<file path="src/rtl/demux_stage_pkg.sv">
// Shared constants and types for the 1-to-16 registered demultiplexer stage.
package demux_stage_pkg;

    localparam int unsigned SIGN_WIDTH = 4;
    localparam int unsigned NUM_CH     = 2 ** SIGN_WIDTH;
    localparam int unsigned DATA_WIDTH = 32;

    typedef logic [SIGN_WIDTH-1:0] ch_idx_t;
    typedef logic [NUM_CH-1:0]     ch_mask_t;

    localparam logic [DATA_WIDTH-1:0] RST_DATA = '0;

endpackage

</file>
<file path="src/rtl/demux_stage_slot.sv">
// One output channel: data register plus valid flag with load/drain control.
module demux_stage_slot
    import demux_stage_pkg::*;
#(
    parameter int unsigned width = 32
) (
    input  logic             clk,
    input  logic             rst_n,
    input  logic             load,
    input  logic             take,
    input  logic [width-1:0] d,
    output logic [width-1:0] y,
    output logic             v
);

    // A load on the same edge as a take keeps the slot full with the new word.
    always_ff @(posedge clk or negedge rst_n) begin
        if (!rst_n) begin
            y <= width'(RST_DATA);
            v <= 1'b0;
        end else if (load) begin
            y <= d;
            v <= 1'b1;
        end else if (v && take) begin
            v <= 1'b0;
        end
    end

endmodule

</file>
<file path="src/rtl/demux_stage.sv">
// Registered 1-to-16 demultiplexer with per-channel one-entry buffers and valid/ready handshakes.
module demux_stage
    import demux_stage_pkg::*;
#(
    parameter int unsigned width     = 32,
    parameter int unsigned signWidth = 4
) (
    input  logic                 clk,
    input  logic                 rst_n,
    input  logic [signWidth-1:0] s,
    input  logic [width-1:0]     d,
    input  logic                 in_valid,
    output logic                 in_ready,
    input  logic [NUM_CH-1:0]    out_ready,
    output logic [NUM_CH-1:0]    out_valid,
    output logic [width-1:0]     y0,
    output logic [width-1:0]     y1,
    output logic [width-1:0]     y2,
    output logic [width-1:0]     y3,
    output logic [width-1:0]     y4,
    output logic [width-1:0]     y5,
    output logic [width-1:0]     y6,
    output logic [width-1:0]     y7,
    output logic [width-1:0]     y8,
    output logic [width-1:0]     y9,
    output logic [width-1:0]     y10,
    output logic [width-1:0]     y11,
    output logic [width-1:0]     y12,
    output logic [width-1:0]     y13,
    output logic [width-1:0]     y14,
    output logic [width-1:0]     y15
);

    ch_idx_t          sel;
    ch_mask_t         v;
    ch_mask_t         load;
    logic [width-1:0] y_arr [NUM_CH];

    assign sel = ch_idx_t'(s);

    // Ready looks only at the selected slot; a full slot being drained this cycle can refill.
    assign in_ready = !v[sel] || out_ready[sel];

    // One-hot load strobe for the accepted transfer.
    always_comb begin
        load = '0;
        if (in_valid && in_ready) begin
            load[sel] = 1'b1;
        end
    end

    for (genvar k = 0; k < NUM_CH; k++) begin : g_slot
        demux_stage_slot #(
            .width (width)
        ) u_slot (
            .clk   (clk),
            .rst_n (rst_n),
            .load  (load[k]),
            .take  (out_ready[k]),
            .d     (d),
            .y     (y_arr[k]),
            .v     (v[k])
        );
    end

    assign out_valid = v;

    assign y0  = y_arr[0];
    assign y1  = y_arr[1];
    assign y2  = y_arr[2];
    assign y3  = y_arr[3];
    assign y4  = y_arr[4];
    assign y5  = y_arr[5];
    assign y6  = y_arr[6];
    assign y7  = y_arr[7];
    assign y8  = y_arr[8];
    assign y9  = y_arr[9];
    assign y10 = y_arr[10];
    assign y11 = y_arr[11];
    assign y12 = y_arr[12];
    assign y13 = y_arr[13];
    assign y14 = y_arr[14];
    assign y15 = y_arr[15];

endmodule

</file>
<file path="config.mk">
export PLATFORM = sky130hd
export DESIGN_NAME = demux_stage
export DESIGN_NICKNAME = d
export VERILOG_FILES = /design/src/rtl/demux_stage_pkg.sv /design/src/rtl/demux_stage_slot.sv /design/src/rtl/demux_stage.sv
export SDC_FILE = /design/constraint.sdc
export NUM_CORES = 1
export LEC_CHECK = 0
export CORE_ASPECT_RATIO = 1.5
export CORE_MARGIN = 4
export CORE_UTILIZATION = 40
export CTS_BUF_LIST = sky130_fd_sc_hd__clkbuf_8
export CTS_CLUSTER_DIAMETER = 150
export DETAILED_ROUTE_END_ITERATION = 10
export PLACE_DENSITY = 0.69
export SKIP_CTS_REPAIR_TIMING = 1
export SYNTH_ARGS = -nofsm -noshare
export SYNTH_HDL_FRONTEND = slang
export SYNTH_SLANG_ARGS = --single-unit
</file>
<file path="constraint.sdc">
create_clock -name clk -period 3.5 [get_ports clk]
set_input_delay 1.05 -clock clk [delete_from_list [all_inputs] [get_ports clk]]
set_output_delay 1.05 -clock clk [all_outputs]
set_load 0.02 [all_outputs]
</file>
---- Word-level counts from Yosys, hierarchy flattened ----
Index checks and enable logic that the tools add are counted.
storage, ports and cells
  bits in registers ....................... 528
  input port bits ......................... 55
  output and inout bits ................... 529
  logic and storage cells ................. 109
cells by class
  order comparisons ....................... 2
  muxes and demuxes ....................... 39
  reduce and logical (&&, ||, !) cells .... 36
operator list
  operator                                                            count
  2-to-1 mux 1 bit                                                    35
  nonzero test 2 bit                                                  16
  logical AND 1 bit                                                   18
  2-to-1 mux 16 bit                                                   1
  binary-select mux 1 bit (select 4 bit)                              2
  less-than comparator 4 x 5 -> 1 bit (second input constant)         1
  demux 1 bit (select 4 bit)                                          1
  greater-or-equal comparator 4 x 1 -> 1 bit (second input constant)  1
  logical NOT 1 bit                                                   1
  logical OR 1 bit                                                    1

---- Depth between registers and ports, before layout ----
  word-level depth ........................ 7
  gate-level depth with buffers ........... 7
  depth with buffers taken out ............ 4

---- By module ----
A second synthesis with hierarchy kept.
unflattened totals
  cells, all modules ...................... 1,189
  area, all modules ....................... 22,487.8 µm²
modules (own cells, without submodules)
  module            times used  cells each  area an instance (µm²)  sequential area each (µm²)
  demux_stage_slot  16          71          1,377.6                 825.8
  demux_stage       1           53          446.7                   0.0

---- Worst setup path after synthesis ----
No wires, ideal clock.
  kind .................................... input port to output port
  from .................................... in s[1]
  to ...................................... out in_ready
  arrival time ............................ 2,579 ps
  required time ........................... 2,450 ps
  setup slack ............................. -129 ps
  cell stages on the path ................. 5
  path buffers ............................ 1
  path through ............................ clkbuf_8 -> mux4_1 -> mux2i_4 -> nor3_1 -> a31oi_1
on the way
  longest elaborated chain between the ends .. 4
  elaborated cells on any way between the ends .. 6
  those cells by class .................... mux: 4; reduce/logical: 2
RTL lines
  what                                    RTL line           RTL
  start: declaration                      demux_stage.sv:10  input logic [signWidth-1:0] s,
  binary-select mux 1 bit (select 4 bit)  demux_stage.sv:42  assign in_ready = !v[sel] || out_ready[sel];
  2-to-1 mux 1 bit (not written as such)  demux_stage.sv:42
  logical NOT 1 bit                       demux_stage.sv:42
  logical OR 1 bit (*)                    demux_stage.sv:42
  end: declaration                        demux_stage.sv:13  output logic in_ready,
Every way passes the cells marked *; elsewhere a longest branch is shown, timed or not. The select of a mux whose other input is x is not followed.

---- Final worst setup path ----
  from .................................... in out_ready[6]
  to ...................................... out in_ready
on the way
  longest elaborated chain between the ends .. 3
RTL lines
  what                                    RTL line           RTL
  start: declaration                      demux_stage.sv:14  input logic [NUM_CH-1:0] out_ready,
  binary-select mux 1 bit (select 4 bit)  demux_stage.sv:42
  2-to-1 mux 1 bit (not written as such)  demux_stage.sv:42
  logical OR 1 bit                        demux_stage.sv:42
Every way passes these cells. The select of a mux whose other input is x is not followed.

==> out/qor.yml <==
end_kind: "primary output"
synthFlopType: "dfrtp_1"
ioPinCount: 584
synth_top_area_cell: "dfrtp_1"
drc: 0
post-route-worst-setup-slack_ps: -171.6
grt_overflow: 0
hold_viol: 0
p_leak_nw: 12.88
drtIter0Drc: 386
crit_family: "multiplexers"
cap_violations: 0
synthAdderAreaFrac_pct: 0
powerDensity_nw_per_um2: 720.2
grt_setup_unrepaired: "yes"
synth_mux_area_share_pct: 29.63
crit_path_max_incr_delay_ps: 570
dp_slack_ps: -1193
synth_xor_area_share_pct: 0
max_slew_margin_pct: 35.49
fill_cells: 4091
synthSimpleGateAreaFrac_pct: 0.2940
rrSetupSlack_ps: 970
ys_top_cells_by_area: "dfrtp_1 (65%), mux2_2 (28%), buf_4 (1.6%)"
antenna_left: 0
cts_buffers: 81
port_buffers: 583
cts_tree: "yes"
ys_ff_latch: 528
netlist_area_sq_um: 20430
synth_edf_count: 0
vias: 12990
ys_top_cells_by_count: "dfrtp_1 (528), mux2_2 (515), buf_4 (43)"
fin_setup_tns_ps: -171.6
fin_crit_sh_pct: 104.9
rows: 101
worst_pin_slew_ps: 964.6
root_buffer: "clkbuf_8"
period_minus_slack_ps: 3672
seq_area_frac_synth_pct: 64.68
start_kind: "input pin"
die_x_microns: 192.5
slew_violations: 0
synth_cells: 1221
synth_cell_types: 26
drive_gt1_share_pct: 38.14
outcome: "complete, but fails checks"
clock-sinks: 528
cp_cell_sequence: "clkdlybuf4s50_1 -> mux4_2 -> mux2i_4 -> a31oi_4 -> buf_6"
power.total_mw: 21.00
wl_per_cell_microns: 25.03
synthArstFlopShare_pct: 100.0
finalWeightedCongestion: 0.8468
grt_pass1_wl_microns: 94200
fin_skew_ps: 22.50
fp.dieArea_sq_um: 54820
antenna_found_initial: 2
crit_buf_inv: 2
fmax_mhz: 272.4
grt_pass1_vias: 14050
synth_compound_area_share_pct: 1.470
hpwlAfterDp_microns: 46920
area_delta_synth_final_pct: 42.77
vdd_ir_drop_max_mv: 0.4142
vias_per_cell: 5.036
clk_latency_ps: 650
grt_max_degree: 75
crit_path_top_delay_cell: "mux4_2"
worst-setup-path-type: "in -> out"
grt_use_total_pct: 23.23
crit_fanout: 2
finalSetupViolCount: 1
clk_pin_slew_worst_paths_ps: 60
min_path_type: "in -> async"
clock_path_buffers: 3
firstDrtPassIters: 4
start_util_pct: 40.41
synth_area_per_cell_sq_um: 16.73
crit_arrival_ps: 2620
totalWireLength_microns: 64570
nNetsFinal: 1909
synth_top_family_by_area: "multiplexers"
yosys.cell_count.top_type: "dfrtp_1"
violations: "setup timing"
synth_top_area_share_pct: 64.68
syn_nets: 1276
critPathRequiredTime_ps: 2450
yosysWarnings: 0
htree_levels: 3
fp.coreArea_sq_um: 50550
die_h_microns: 284.8
## per-layer routing
metal  wire (microns)  GRT usage, %
met1            22320         24.71
met2            34210         41.35
met3             4487         6.294
met4             3548         12.50
met5                0             0
## registers in the layout (all words and copies together) (netlist names)
register and count:
g_slot.u_slot.v 16, g_slot.u_slot.y 512
## metrics by stage
step	cells	utilization, %	hold slack [ps]	instance area (sq um)
2_1_floorplan	1221	-	468.0	20430
3_3_place_gp	2435	54.30	487.2	27450
3_5_place_dp	2435	54.30	491.1	27450
4_1_cts	2573	57.45	347.7	29040
5_1_grt	2580	57.69	388.9	29160
6_report	2580	57.69	381.7	29160
## worst register-to-register path, stage by stage, from the launching register on
cell	delay [ps]
dfrtp_1	460
mux4_1	570
mux2_2	320
buf_4	190
a21oi_4	220
buf_4	270
mux2_2	370
## area by class of cell
type                            count  area [sq um]  share of cell area (%)
Sequential cell                   528         13210                   45.31
Antenna cell                        2         5.005                 0.01716
Clock buffer                       99          1363                   4.672
Clock inverter                     39         230.2                  0.7894
Multi-Input combinational cell    570          6581                   22.57
Timing Repair Buffer              656          6870                   23.56
Tap cell                          669         837.1                   2.870
Inverter                           17         63.81                  0.2188
## path summary, 6_finish.rpt
| check | startpoint | to | cells after the start |
|---|---|---|---|
| min in group clk | g_slot[12].u_slot.y[15] | g_slot[12].u_slot.y[15] | 1 |
| max | out_ready[6] | in_ready | 5 |
| max in group asynchronous | rst_n | g_slot[9].u_slot.y[11] | 2 |
| max reg2reg | g_slot[2].u_slot.v | g_slot[2].u_slot.y[0] | 6 |
| min | rst_n | g_slot[13].u_slot.y[17] | 1 |
| min reg2reg | g_slot[12].u_slot.y[15] | g_slot[12].u_slot.y[15] | 1 |
## cell usage in the layout (no fill, tap or decap), types with 2 or more instances in the layout
cell type          n
clkdlybuf4s50_1  570
dfrtp_1          528
mux2_2           514
clkbuf_8          99
inv_1             43
buf_4             36
buf_12            34
o21ai_0           11
dlymetal6s2s_1    10
o2111ai_4          7
clkinv_2           6
mux4_2             5
a21o_1             5
nand2_1            4
a21oi_4            4
o211ai_4           4
mux4_1             3
buf_6              3
diode_2            2
mux2i_4            2
nor2_1             2
inv_8              2
bufinv_16          2
buf_8              2
## cell families after synthesis
logic type,after synthesis
buffers and inverters,123
DFF,528
AOI/OAI and AO/OA,33
and+or+nand+nor,11
muxes,526
## report_power, final
part | internal [mW] | leakage (nW) | switching, mW | total [mW]
clock | 2.70 | 0.924 | 2.35 | 5.05
combinational | 3.78 | 5.44 | 3.73 | 7.50
sequential | 7.64 | 6.52 | 0.812 | 8.45
No activity file was read; power rests on OpenSTA's default activity.
